--- config.mk ---
export PLATFORM = sky130hd
export DESIGN_NAME = softusb_navre_uart
export DESIGN_NICKNAME = d
export VERILOG_FILES = /design/src/rtl/softusb_navre_uart.sv
export SDC_FILE = /design/constraint.sdc
export NUM_CORES = 1
export LEC_CHECK = 0
export CAP_MARGIN = 10
export CORE_MARGIN = 5
export CORE_UTILIZATION = 50
export CTS_BUF_LIST = sky130_fd_sc_hd__clkbuf_4 sky130_fd_sc_hd__clkbuf_8 sky130_fd_sc_hd__clkbuf_16
export CTS_CLUSTER_DIAMETER = 80
export CTS_CLUSTER_SIZE = 12
export DETAILED_ROUTE_END_ITERATION = 10
export GPL_ROUTABILITY_DRIVEN = 0
export PLACE_DENSITY_LB_ADDON = 0.2
export SETUP_SLACK_MARGIN = 0.2
export SLEW_MARGIN = 20
export SYNTH_ARGS = -nofsm -noshare
export SYNTH_HDL_FRONTEND = slang
export SYNTH_SLANG_ARGS = --single-unit
--- constraint.sdc ---
create_clock -name clk -period 2.95 [get_ports clk]
set_clock_uncertainty 0.05 [all_clocks]
set_input_delay 0.885 -clock clk [delete_from_list [all_inputs] [get_ports clk]]
set_output_delay 0.885 -clock clk [all_outputs]
set_load 0.02 [all_outputs]
--- src/rtl/softusb_navre_uart.sv ---
// UART peripheral on the navre I/O bus: 4-deep TX FIFO feeding a shifter,
// synchronised mid-bit RX sampler with one holding register, 16-bit baud divisor.
module softusb_navre_uart #(
    parameter logic [5:0]  base        = 6'h20,
    parameter logic [15:0] default_div = 16'd433
) (
    input  logic       clk,
    input  logic       rst,
    input  logic       io_re,
    input  logic       io_we,
    input  logic [5:0] io_a,
    input  logic [7:0] io_do,
    output logic [7:0] io_di,
    input  logic       uart_rx,
    output logic       uart_tx
);
    typedef enum logic [1:0] {IDLE, START, DATA, STOP} state_t;

    logic [5:0]  offset;
    logic        sel, data_wr, data_rd, status_wr;
    logic [15:0] div;
    logic        rx_valid, rx_overrun, tx_overflow, frame_err, tx_idle;
    logic [7:0]  read_val;

    assign offset    = io_a - base;
    assign sel       = (offset[5:2] == 4'd0);
    assign data_wr   = io_we && sel && (offset[1:0] == 2'd0);
    assign data_rd   = io_re && sel && (offset[1:0] == 2'd0);
    assign status_wr = io_we && sel && (offset[1:0] == 2'd1);

    logic [7:0] fifo_mem [4];
    logic [1:0] wr_ptr, rd_ptr;
    logic [2:0] fifo_count;
    logic       tx_pop, push_ok;

    // a full FIFO still accepts a push when the shifter frees a slot on the same edge
    assign push_ok = data_wr && ((fifo_count != 3'd4) || tx_pop);

    state_t      tx_state, tx_state_next;
    logic [15:0] tx_timer, tx_timer_next;
    logic [2:0]  tx_idx, tx_idx_next;
    logic [7:0]  tx_shift, tx_shift_next;
    logic        tx_end, tx_line_next;

    assign tx_end  = (tx_timer == 16'd0);
    assign tx_idle = (fifo_count == 3'd0) && (tx_state == IDLE);

    always_comb begin
        tx_state_next = tx_state;
        tx_timer_next = (tx_state == IDLE || tx_end) ? div : tx_timer - 16'd1;
        tx_idx_next   = tx_idx;
        tx_shift_next = tx_shift;
        tx_pop        = 1'b0;
        case (tx_state)
            IDLE: if (fifo_count != 3'd0) begin
                tx_pop        = 1'b1;
                tx_shift_next = fifo_mem[rd_ptr];
                tx_state_next = START;
            end
            START: if (tx_end) begin
                tx_state_next = DATA;
                tx_idx_next   = 3'd0;
            end
            DATA: if (tx_end) begin
                tx_shift_next = {1'b0, tx_shift[7:1]};
                tx_idx_next   = tx_idx + 3'd1;
                if (tx_idx == 3'd7) tx_state_next = STOP;
            end
            STOP: if (tx_end) begin
                if (fifo_count != 3'd0) begin
                    tx_pop        = 1'b1;
                    tx_shift_next = fifo_mem[rd_ptr];
                    tx_state_next = START;
                end else begin
                    tx_state_next = IDLE;
                end
            end
        endcase
        if (tx_state_next == START)     tx_line_next = 1'b0;
        else if (tx_state_next == DATA) tx_line_next = tx_shift_next[0];
        else                            tx_line_next = 1'b1;
    end

    logic        rx_s1, rx_s2, rx_prev;
    state_t      rx_state, rx_state_next;
    logic [15:0] rx_timer, rx_timer_next;
    logic [2:0]  rx_idx, rx_idx_next;
    logic [7:0]  rx_shift, rx_shift_next, rx_hold;
    logic        rx_end, rx_done, rx_bad;

    assign rx_end = (rx_timer == 16'd0);

    always_comb begin
        rx_state_next = rx_state;
        rx_timer_next = rx_end ? div : rx_timer - 16'd1;
        rx_idx_next   = rx_idx;
        rx_shift_next = rx_shift;
        rx_done       = 1'b0;
        rx_bad        = 1'b0;
        case (rx_state)
            IDLE: begin
                rx_timer_next = {1'b0, div[15:1]};
                if (rx_prev && !rx_s2) rx_state_next = START;
            end
            START: if (rx_end) begin
                rx_state_next = rx_s2 ? IDLE : DATA;
                rx_idx_next   = 3'd0;
            end
            DATA: if (rx_end) begin
                rx_shift_next = {rx_s2, rx_shift[7:1]};
                rx_idx_next   = rx_idx + 3'd1;
                if (rx_idx == 3'd7) rx_state_next = STOP;
            end
            STOP: if (rx_end) begin
                rx_done       = rx_s2;
                rx_bad        = !rx_s2;
                rx_state_next = IDLE;
            end
        endcase
    end

    always_comb begin
        read_val = 8'h00;
        case (offset[1:0])
            2'd0: read_val = rx_hold;
            2'd1: read_val = {2'b00, frame_err, tx_overflow, rx_overrun, rx_valid, tx_idle,
                              (fifo_count == 3'd4)};
            2'd2: read_val = div[7:0];
            2'd3: read_val = div[15:8];
        endcase
    end

    always_ff @(posedge clk) begin
        if (push_ok) fifo_mem[wr_ptr] <= io_do;
        tx_shift <= tx_shift_next;
        rx_shift <= rx_shift_next;
        if (rx_done) rx_hold <= rx_shift;
    end

    always_ff @(posedge clk or posedge rst) begin
        if (rst) begin
            wr_ptr      <= 2'd0;
            rd_ptr      <= 2'd0;
            fifo_count  <= 3'd0;
            tx_state    <= IDLE;
            tx_timer    <= 16'd0;
            tx_idx      <= 3'd0;
            uart_tx     <= 1'b1;
            rx_s1       <= 1'b1;
            rx_s2       <= 1'b1;
            rx_prev     <= 1'b1;
            rx_state    <= IDLE;
            rx_timer    <= 16'd0;
            rx_idx      <= 3'd0;
            rx_valid    <= 1'b0;
            rx_overrun  <= 1'b0;
            tx_overflow <= 1'b0;
            frame_err   <= 1'b0;
            div         <= default_div;
            io_di       <= 8'h00;
        end else begin
            if (push_ok) wr_ptr <= wr_ptr + 2'd1;
            if (tx_pop)  rd_ptr <= rd_ptr + 2'd1;
            fifo_count <= fifo_count + {2'b00, push_ok} - {2'b00, tx_pop};
            tx_state   <= tx_state_next;
            tx_timer   <= tx_timer_next;
            tx_idx     <= tx_idx_next;
            uart_tx    <= tx_line_next;
            rx_s1      <= uart_rx;
            rx_s2      <= rx_s1;
            rx_prev    <= rx_s2;
            rx_state   <= rx_state_next;
            rx_timer   <= rx_timer_next;
            rx_idx     <= rx_idx_next;
            // set events win over a clearing write on the same edge
            rx_valid    <= rx_done | (rx_valid & ~data_rd);
            rx_overrun  <= (rx_done & rx_valid & ~data_rd) | (rx_overrun & ~(status_wr & io_do[3]));
            tx_overflow <= (data_wr & ~push_ok) | (tx_overflow & ~(status_wr & io_do[4]));
            frame_err   <= rx_bad | (frame_err & ~(status_wr & io_do[5]));
            if (io_we && sel && offset[1:0] == 2'd2) div[7:0]  <= io_do;
            if (io_we && sel && offset[1:0] == 2'd3) div[15:8] <= io_do;
            io_di <= (io_re && sel) ? read_val : 8'h00;
        end
    end
endmodule

==> After elaboration in Yosys (flattened, before gate mapping) <==
Memory sizes are Yosys's and may differ from the RTL's.
Cells that the tools add are included.
{ "word_totals": {"regBits": 105, "latch_bits": 0, "ram_bits": 32, "mem_bits_ro": 0, "input_bits": 19, "out_inout_bits": 9, "elab_cells": 145, "mem_count": 1} }
{ "classes": {"add_sub_neg": 9, "multipliers": 0, "div_mod_pow": 0, "order_cmp": 0, "n_eq_ne": 23, "n_shift": 0, "mux": 40, "bitwise": 19, "reduce_logical": 29} }
{ "mem_list": {"columns": ["name", "depth", "word_bits", "rd", "rd_ports_with_merged_regs", "wr", "line_no", "rtl"], "rows": [
  ["fifo_mem", 4, 8, 1, 0, 1, "31", "logic [7:0] fifo_mem [4];"]
]} }
{ "op_table": {"columns": ["cell", "n"], "rows": [
  ["16-bit two-way mux", 3],
  ["16-bit logical NOT", 2],
  ["8-bit two-way mux", 4],
  ["8-bit case mux with 4 select lines", 1],
  ["16-bit by 1-bit subtractor with 16-bit output (second input constant)", 2],
  ["8-bit case mux with 3 select lines", 1],
  ["2-bit two-way mux", 11],
  ["2-bit inequality test (second input constant)", 8],
  ["2-bit case mux with 4 select lines", 2],
  ["2-bit equality test (second input constant)", 7],
  ["3-bit two-way mux", 4],
  ["3-bit case mux with 2 select lines", 2],
  ["1-bit two-way mux", 11],
  ["1-bit AND", 10],
  ["1-bit logical AND", 10],
  ["3-bit equality test (second input constant)", 3],
  ["3-bit AND reduction", 3],
  ["2-bit by 1-bit equality test with 1-bit output (second input constant)", 4],
  ["3-bit by 1-bit adder with 3-bit output (second input constant)", 2],
  ["2-bit logical NOT", 3],
  ["3-bit nonzero test", 2],
  ["6-bit subtractor (second input constant)", 1],
  ["1-bit NOT", 5],
  ["5-bit AND reduction", 1],
  ["other kinds (12)", 18]
]} }

==> Depth between registers and ports, before layout <==
{ "logic_depth": {"word_depth": 9, "depth_mapped": 13, "mapped_depth_nobuf": 13} }

==> Least setup slack after synthesis <==
Ideal clock, no wire load.
{ "synth_timing": {"path_type": "input -> register", "from": "input port io_a[0]", "to": "register fifo_count[2]", "setup_ps": 123, "arrival_time_ps": 2695, "required_time_ps": 2777, "setup_slack_ps": 82, "cell_stages": 10, "path_buffers": 2, "path_cell_list": "clkbuf_1 -> clkbuf_1 -> nor3_1 -> nor2_1 -> or2_1 -> ha_1 -> inv_1 -> fa_1 -> xnor2_1 -> xnor2_1"} }
{ "synth_via": {"elab_chain_cells": 7, "elab_cells_between_ends": 8, "cone_classes": "add/sub: 3; reduce/logical: 5"} }
{ "synth_rtl": {"columns": ["element", "line_no", "rtl"], "rows": [
  ["from (decl)", "11", "input logic [5:0] io_a,"],
  ["6-bit subtractor (*)", "25", "assign offset = io_a - base;"],
  ["4-bit logical NOT", "26", "assign sel = (offset[5:2] == 4'd0);"],
  ["1-bit logical AND", "27", "assign data_wr = io_we && sel && (offset[1:0] == 2'd0);"],
  ["1-bit logical AND (*)", "27", null],
  ["1-bit logical AND (*)", "37", "assign push_ok = data_wr && ((fifo_count != 3'd4) || tx_pop);"],
  ["3-bit by 1-bit adder with 3-bit output (*)", "164", "fifo_count <= fifo_count + {2'b00, push_ok} - {2'b00, tx_pop};"],
  ["3-bit by 1-bit subtractor with 3-bit output (*)", "164", null],
  ["to (signal assigned)", "164", null],
  ["to (decl)", "33", "logic [2:0] fifo_count;"]
]} }
Mark *: on every way between the ends. The rest lies on a longest branch, timed or not.
A chain may end at the register's enable or synchronous reset.

==> Final worst setup path <==
{ "layout_timing": {"from": "register tx_timer[7]", "to": "register fifo_count[2]"} }
{ "layout_via": {"elab_chain_cells": 7} }
{ "layout_rtl": {"columns": ["element", "line_no", "rtl"], "rows": [
  ["from (decl)", "40", "logic [15:0] tx_timer, tx_timer_next;"],
  ["from (signal assigned)", "166", "tx_timer <= tx_timer_next;"],
  ["16-bit logical NOT (*)", "45", "assign tx_end = (tx_timer == 16'd0);"],
  ["1-bit two-way mux (*)", "69", "STOP: if (tx_end) begin"],
  ["1-bit case mux with 2 select lines (*)", "54", "case (tx_state)"],
  ["1-bit logical OR", "37", null],
  ["1-bit logical AND", "37", null],
  ["3-bit by 1-bit adder with 3-bit output", "164", null],
  ["3-bit by 1-bit subtractor with 3-bit output (*)", "164", null]
]} }
Marked as above.

==> parameters.txt <==
Parameter                              Value

STA
  Count of final max-slew check failures    0
  Slew of the pin with the lowest slew margin    0.764 ns
  Final setup violation count    0
  Final hold vios    0
  Achievable clock frequency    0.376 GHz
  Setup repair after global routing missed its margin    true
  Headroom to the max-slew limit    48.9%
  Worst setup margin    0.293 ns
  Minimum clock period after layout    2.66 ns
  Portion of the clock cycle consumed by the worst path in the final layout    90.1%

Run
  Number of max-cap violations    0

Setup path
  Top delay family on crit path    simple AND/OR/NAND/NOR gates
  Startpoint kind of the worst setup timing path    register
  Cell Chain, Critical Path    nor4_4, and4_4, a21oi_2, or3_4, nor2_4, or2_1, ha_1, inv_1, fa_2, xnor2_1, xnor2_1
  Library cell contributing the largest single delay on the critical path    sky130_fd_sc_hd__dfrtp_1
  Worst Setup Path Type    register to register
  Worst path arrival time    2.94 ns
  Highest net fanout along the worst path    4
  Kind of end point of the critical path    register
  Required time reported for the critical path endpoint    3.23 ns
  Most numerous cell on the critical path    sky130_fd_sc_hd__xnor2_1
  Largest stage delay, worst path    0.44 ns
  Bufs and invs on worst path    1

Synthesis
  Area share of the largest cell type after synthesis    28.1%
  Number of synthesized flops with an enable pin    55
  Library cell occupying the most area in the post-synthesis netlist    sky130_fd_sc_hd__dfrtp_1
  Post-Syn Nets    570
  Cell with the most instances after synthesis    sky130_fd_sc_hd__nand2_1
  Post-synth cell types    59
  Share of async-settable or async-resettable flops after synthesis    59.1%
  Post-synthesis register bit count    137
  Cell Area, Synth    6410 µm²
  Fraction of the yosys area taken by sequential cells    57.9%
  Top cells by instance count after synthesis    sky130_fd_sc_hd__nand2_1, sky130_fd_sc_hd__dfrtp_1, sky130_fd_sc_hd__edfxtp_1, sky130_fd_sc_hd__o21ai_0, sky130_fd_sc_hd__nor2_1
  Syn Area/Cell    12.0 µm²
  Synth Instances    532
  Warnings, synthesis    0
  Largest cells by area after synthesis    sky130_fd_sc_hd__dfrtp_1, sky130_fd_sc_hd__edfxtp_1, sky130_fd_sc_hd__nand2_1
  Predominant post-synthesis flop cell    sky130_fd_sc_hd__dfrtp_1

Placement
  Count of buffers from port buffering    27
  DP Worst Slack    -0.250 ns
  DPL Wire Length    9460 µm
  Number of placed instances, taps included    743

Clock network
  Root Buffer Master    sky130_fd_sc_hd__clkbuf_16
  Clock Sinks    137
  Clock network latency to the later pin of the worst-skew pair    0.41 ns
  Buffers from clock root to sink, at most    2
  CTS H-Tree Depth    4
  CTS buffer count    17
  Number of hold buffers added after CTS    0
  Post-CTS clock slew at the launch and capture registers of the worst setup and hold paths    0.06 ns
  Clock tree from TritonCTS    yes

Layout
  Fillers    1000
  Share of post-route cells with drive strength above 1    22.1%
  Post-route non-filler standard cell count    783
  Core utilization of the finished layout    62.2%
  Number of inserted diodes    0
  Fin nets    636
  Area growth, synth to finish    22.1%

Floorplan
  Die width    123 µm
  Effective utilization at floorplan    51.0%
  Die ar.    15200 µm²
  Height of the chip    123 µm
  Count of pins on the block boundary    28
  Core region area    12600 µm²
  Total number of placement rows    41

Power
  Peak supply drop    0.497 mV
  Total power density per cell area    881 nW/µm²
  Lkg Pwr    3.19 nW

Routing
  Antenna-violating nets left    0
  DR vias/cell    5.42
  Detailed router's first-iteration violation count    254
  Remaining DRCs    0
  Routed WL per cell    17.3 µm
  Wirelength, routed    13500 µm
  Total via count in the routed design    4242
  Count of TritonRoute iterations in the first routing pass    5

Outcome
  Status    complete, no violations

GRT
  Grt ovf    0
  Number of global-route vias before repair    4316
  Wire length of the first global-routing pass    22200 µm
  Tot GR Track Use    19.6%
  Maximum number of pins on one net before global-route repair    33
  Antenna violations before repair    0

Min path
  Worst hold-check path type    register to register
## what timing repair did
action / in CTS / in global routing
setup buffers: 3 / 5
setup endpoints to repair: 1 / 2
pin swaps: 5 / 9
resized for setup: 4 / 9
## worst register-to-register path: stages (launching register included)
cell and delay [ns]:
sky130_fd_sc_hd__dfrtp_1 0.44, sky130_fd_sc_hd__nor4_4 0.31, sky130_fd_sc_hd__and4_4 0.28, sky130_fd_sc_hd__a21oi_2 0.08, sky130_fd_sc_hd__or3_4 0.41, sky130_fd_sc_hd__nor2_4 0.09, sky130_fd_sc_hd__or2_1 0.10, sky130_fd_sc_hd__ha_1 0.14
sky130_fd_sc_hd__inv_1 0.05, sky130_fd_sc_hd__fa_2 0.33, sky130_fd_sc_hd__xnor2_1 0.18, sky130_fd_sc_hd__xnor2_1 0.13
## placed cells by master (no fill, tap or decap), types with 4 or more instances in the layout
| cell | instances |
|---|---|
| sky130_fd_sc_hd__nor2_1 | 23 |
| sky130_fd_sc_hd__nand4_1 | 5 |
| sky130_fd_sc_hd__inv_1 | 12 |
| sky130_fd_sc_hd__clkbuf_16 | 17 |
| sky130_fd_sc_hd__nor3_1 | 13 |
| sky130_fd_sc_hd__a21oi_1 | 7 |
| sky130_fd_sc_hd__nor3b_1 | 6 |
| sky130_fd_sc_hd__and2_1 | 5 |
| sky130_fd_sc_hd__buf_4 | 35 |
| sky130_fd_sc_hd__o31ai_1 | 4 |
| sky130_fd_sc_hd__buf_12 | 6 |
| sky130_fd_sc_hd__mux4_2 | 13 |
| sky130_fd_sc_hd__o21ai_1 | 10 |
| sky130_fd_sc_hd__nor2b_1 | 6 |
| sky130_fd_sc_hd__xnor2_1 | 16 |
| sky130_fd_sc_hd__edfxtp_1 | 55 |
| sky130_fd_sc_hd__mux2_2 | 21 |
| sky130_fd_sc_hd__nand3_1 | 8 |
| sky130_fd_sc_hd__and3_1 | 4 |
| sky130_fd_sc_hd__o21ai_0 | 46 |
| sky130_fd_sc_hd__dfrtp_1 | 72 |
| sky130_fd_sc_hd__ha_1 | 18 |
| sky130_fd_sc_hd__clkinv_1 | 4 |
| sky130_fd_sc_hd__clkdlybuf4s50_1 | 23 |
| sky130_fd_sc_hd__nand2_1 | 80 |
| sky130_fd_sc_hd__or3_1 | 4 |
| sky130_fd_sc_hd__xor2_1 | 11 |
| sky130_fd_sc_hd__mux2i_1 | 10 |
| sky130_fd_sc_hd__dfstp_2 | 9 |
## layout make-up
class                      count  area (µm²)  area share, %
clock buffer                  21         468           5.98
inverter                      15        60.1          0.768
timing repair buffer          68         659           8.43
tap                          172         215           2.75
sequential                   137        3710           47.4
clock inverter                11         105           1.34
multi-input combinational    359        2610           33.3
## worst paths after layout
| check | startpoint | end | slack, ns | cells past startpoint |
|---|---|---|---|---|
| worst min-delay path | rx_s1 | rx_s2 | 0.32 | 0 |
| worst max register to register | tx_timer[7] | fifo_count[2] | 0.29 | 11 |
| max in group asynchronous | rst | rx_s1 | 1.38 | 3 |
| min in group asynchronous | rst | div[13] | 0.86 | 2 |
| worst min register to register | rx_s1 | rx_s2 | 0.32 | 0 |
| worst max-delay path | tx_timer[7] | fifo_count[2] | 0.29 | 11 |
## kinds of logic after synthesis
kind of cell | after synthesis | synth area share (%)
DFF | 137 | 57.9
muxes | 45 | 10.0
AOI/OAI and AO/OA | 88 | 8.18
xor gates and xnor gates | 27 | 3.69
and+or+nand+nor | 180 | 14.3
adders and majority gates | 19 | 3.83
buffers and inverters | 36 | 2.15
## where the power goes
part	total [W]	internal, W	switching, W
registers	0.00286	0.00239	0.000467
logic	0.00201	0.000989	0.00102
clock network	0.00202	0.00129	0.000735
## stage by stage
stage          power [W]  area (µm²)  hold WS, ns  setup TNS, ns
2_1_floorplan    0.00425        6420        0.295              0
3_3_place_gp     0.00476        7150        0.298         -0.326
3_5_place_dp     0.00484        7150        0.306         -0.425
4_1_cts          0.00693        7760        0.320              0
5_1_grt          0.00736        7820        0.321              0
6_report         0.00689        7820        0.319              0
## layer usage
| metal | global-route usage [%] | vias to the layer above | wire length (µm) |
|---|---|---|---|
| met5 | 0 | - | 0 |
| met4 | 6.02 | 0 | 127 |
| met3 | 5.76 | 14 | 663 |
| met2 | 31.2 | 66 | 6800 |
| met1 | 26.1 | 2116 | 5940 |
| li1 | - | 2046 | - |
## state kept, by name (all words and copies together) (netlist names), 3 cells and up, named ones only
| register | cells |
|---|---|
| rx_idx | 3 |
| rx_hold | 8 |
| div | 16 |
| fifo_mem | 32 |
| rx_shift | 8 |
| tx_idx | 3 |
| tx_timer | 16 |
| fifo_count | 3 |
| io_di | 8 |
| tx_shift | 8 |
| rx_timer | 16 |
(Power assumes the default switching activity.)
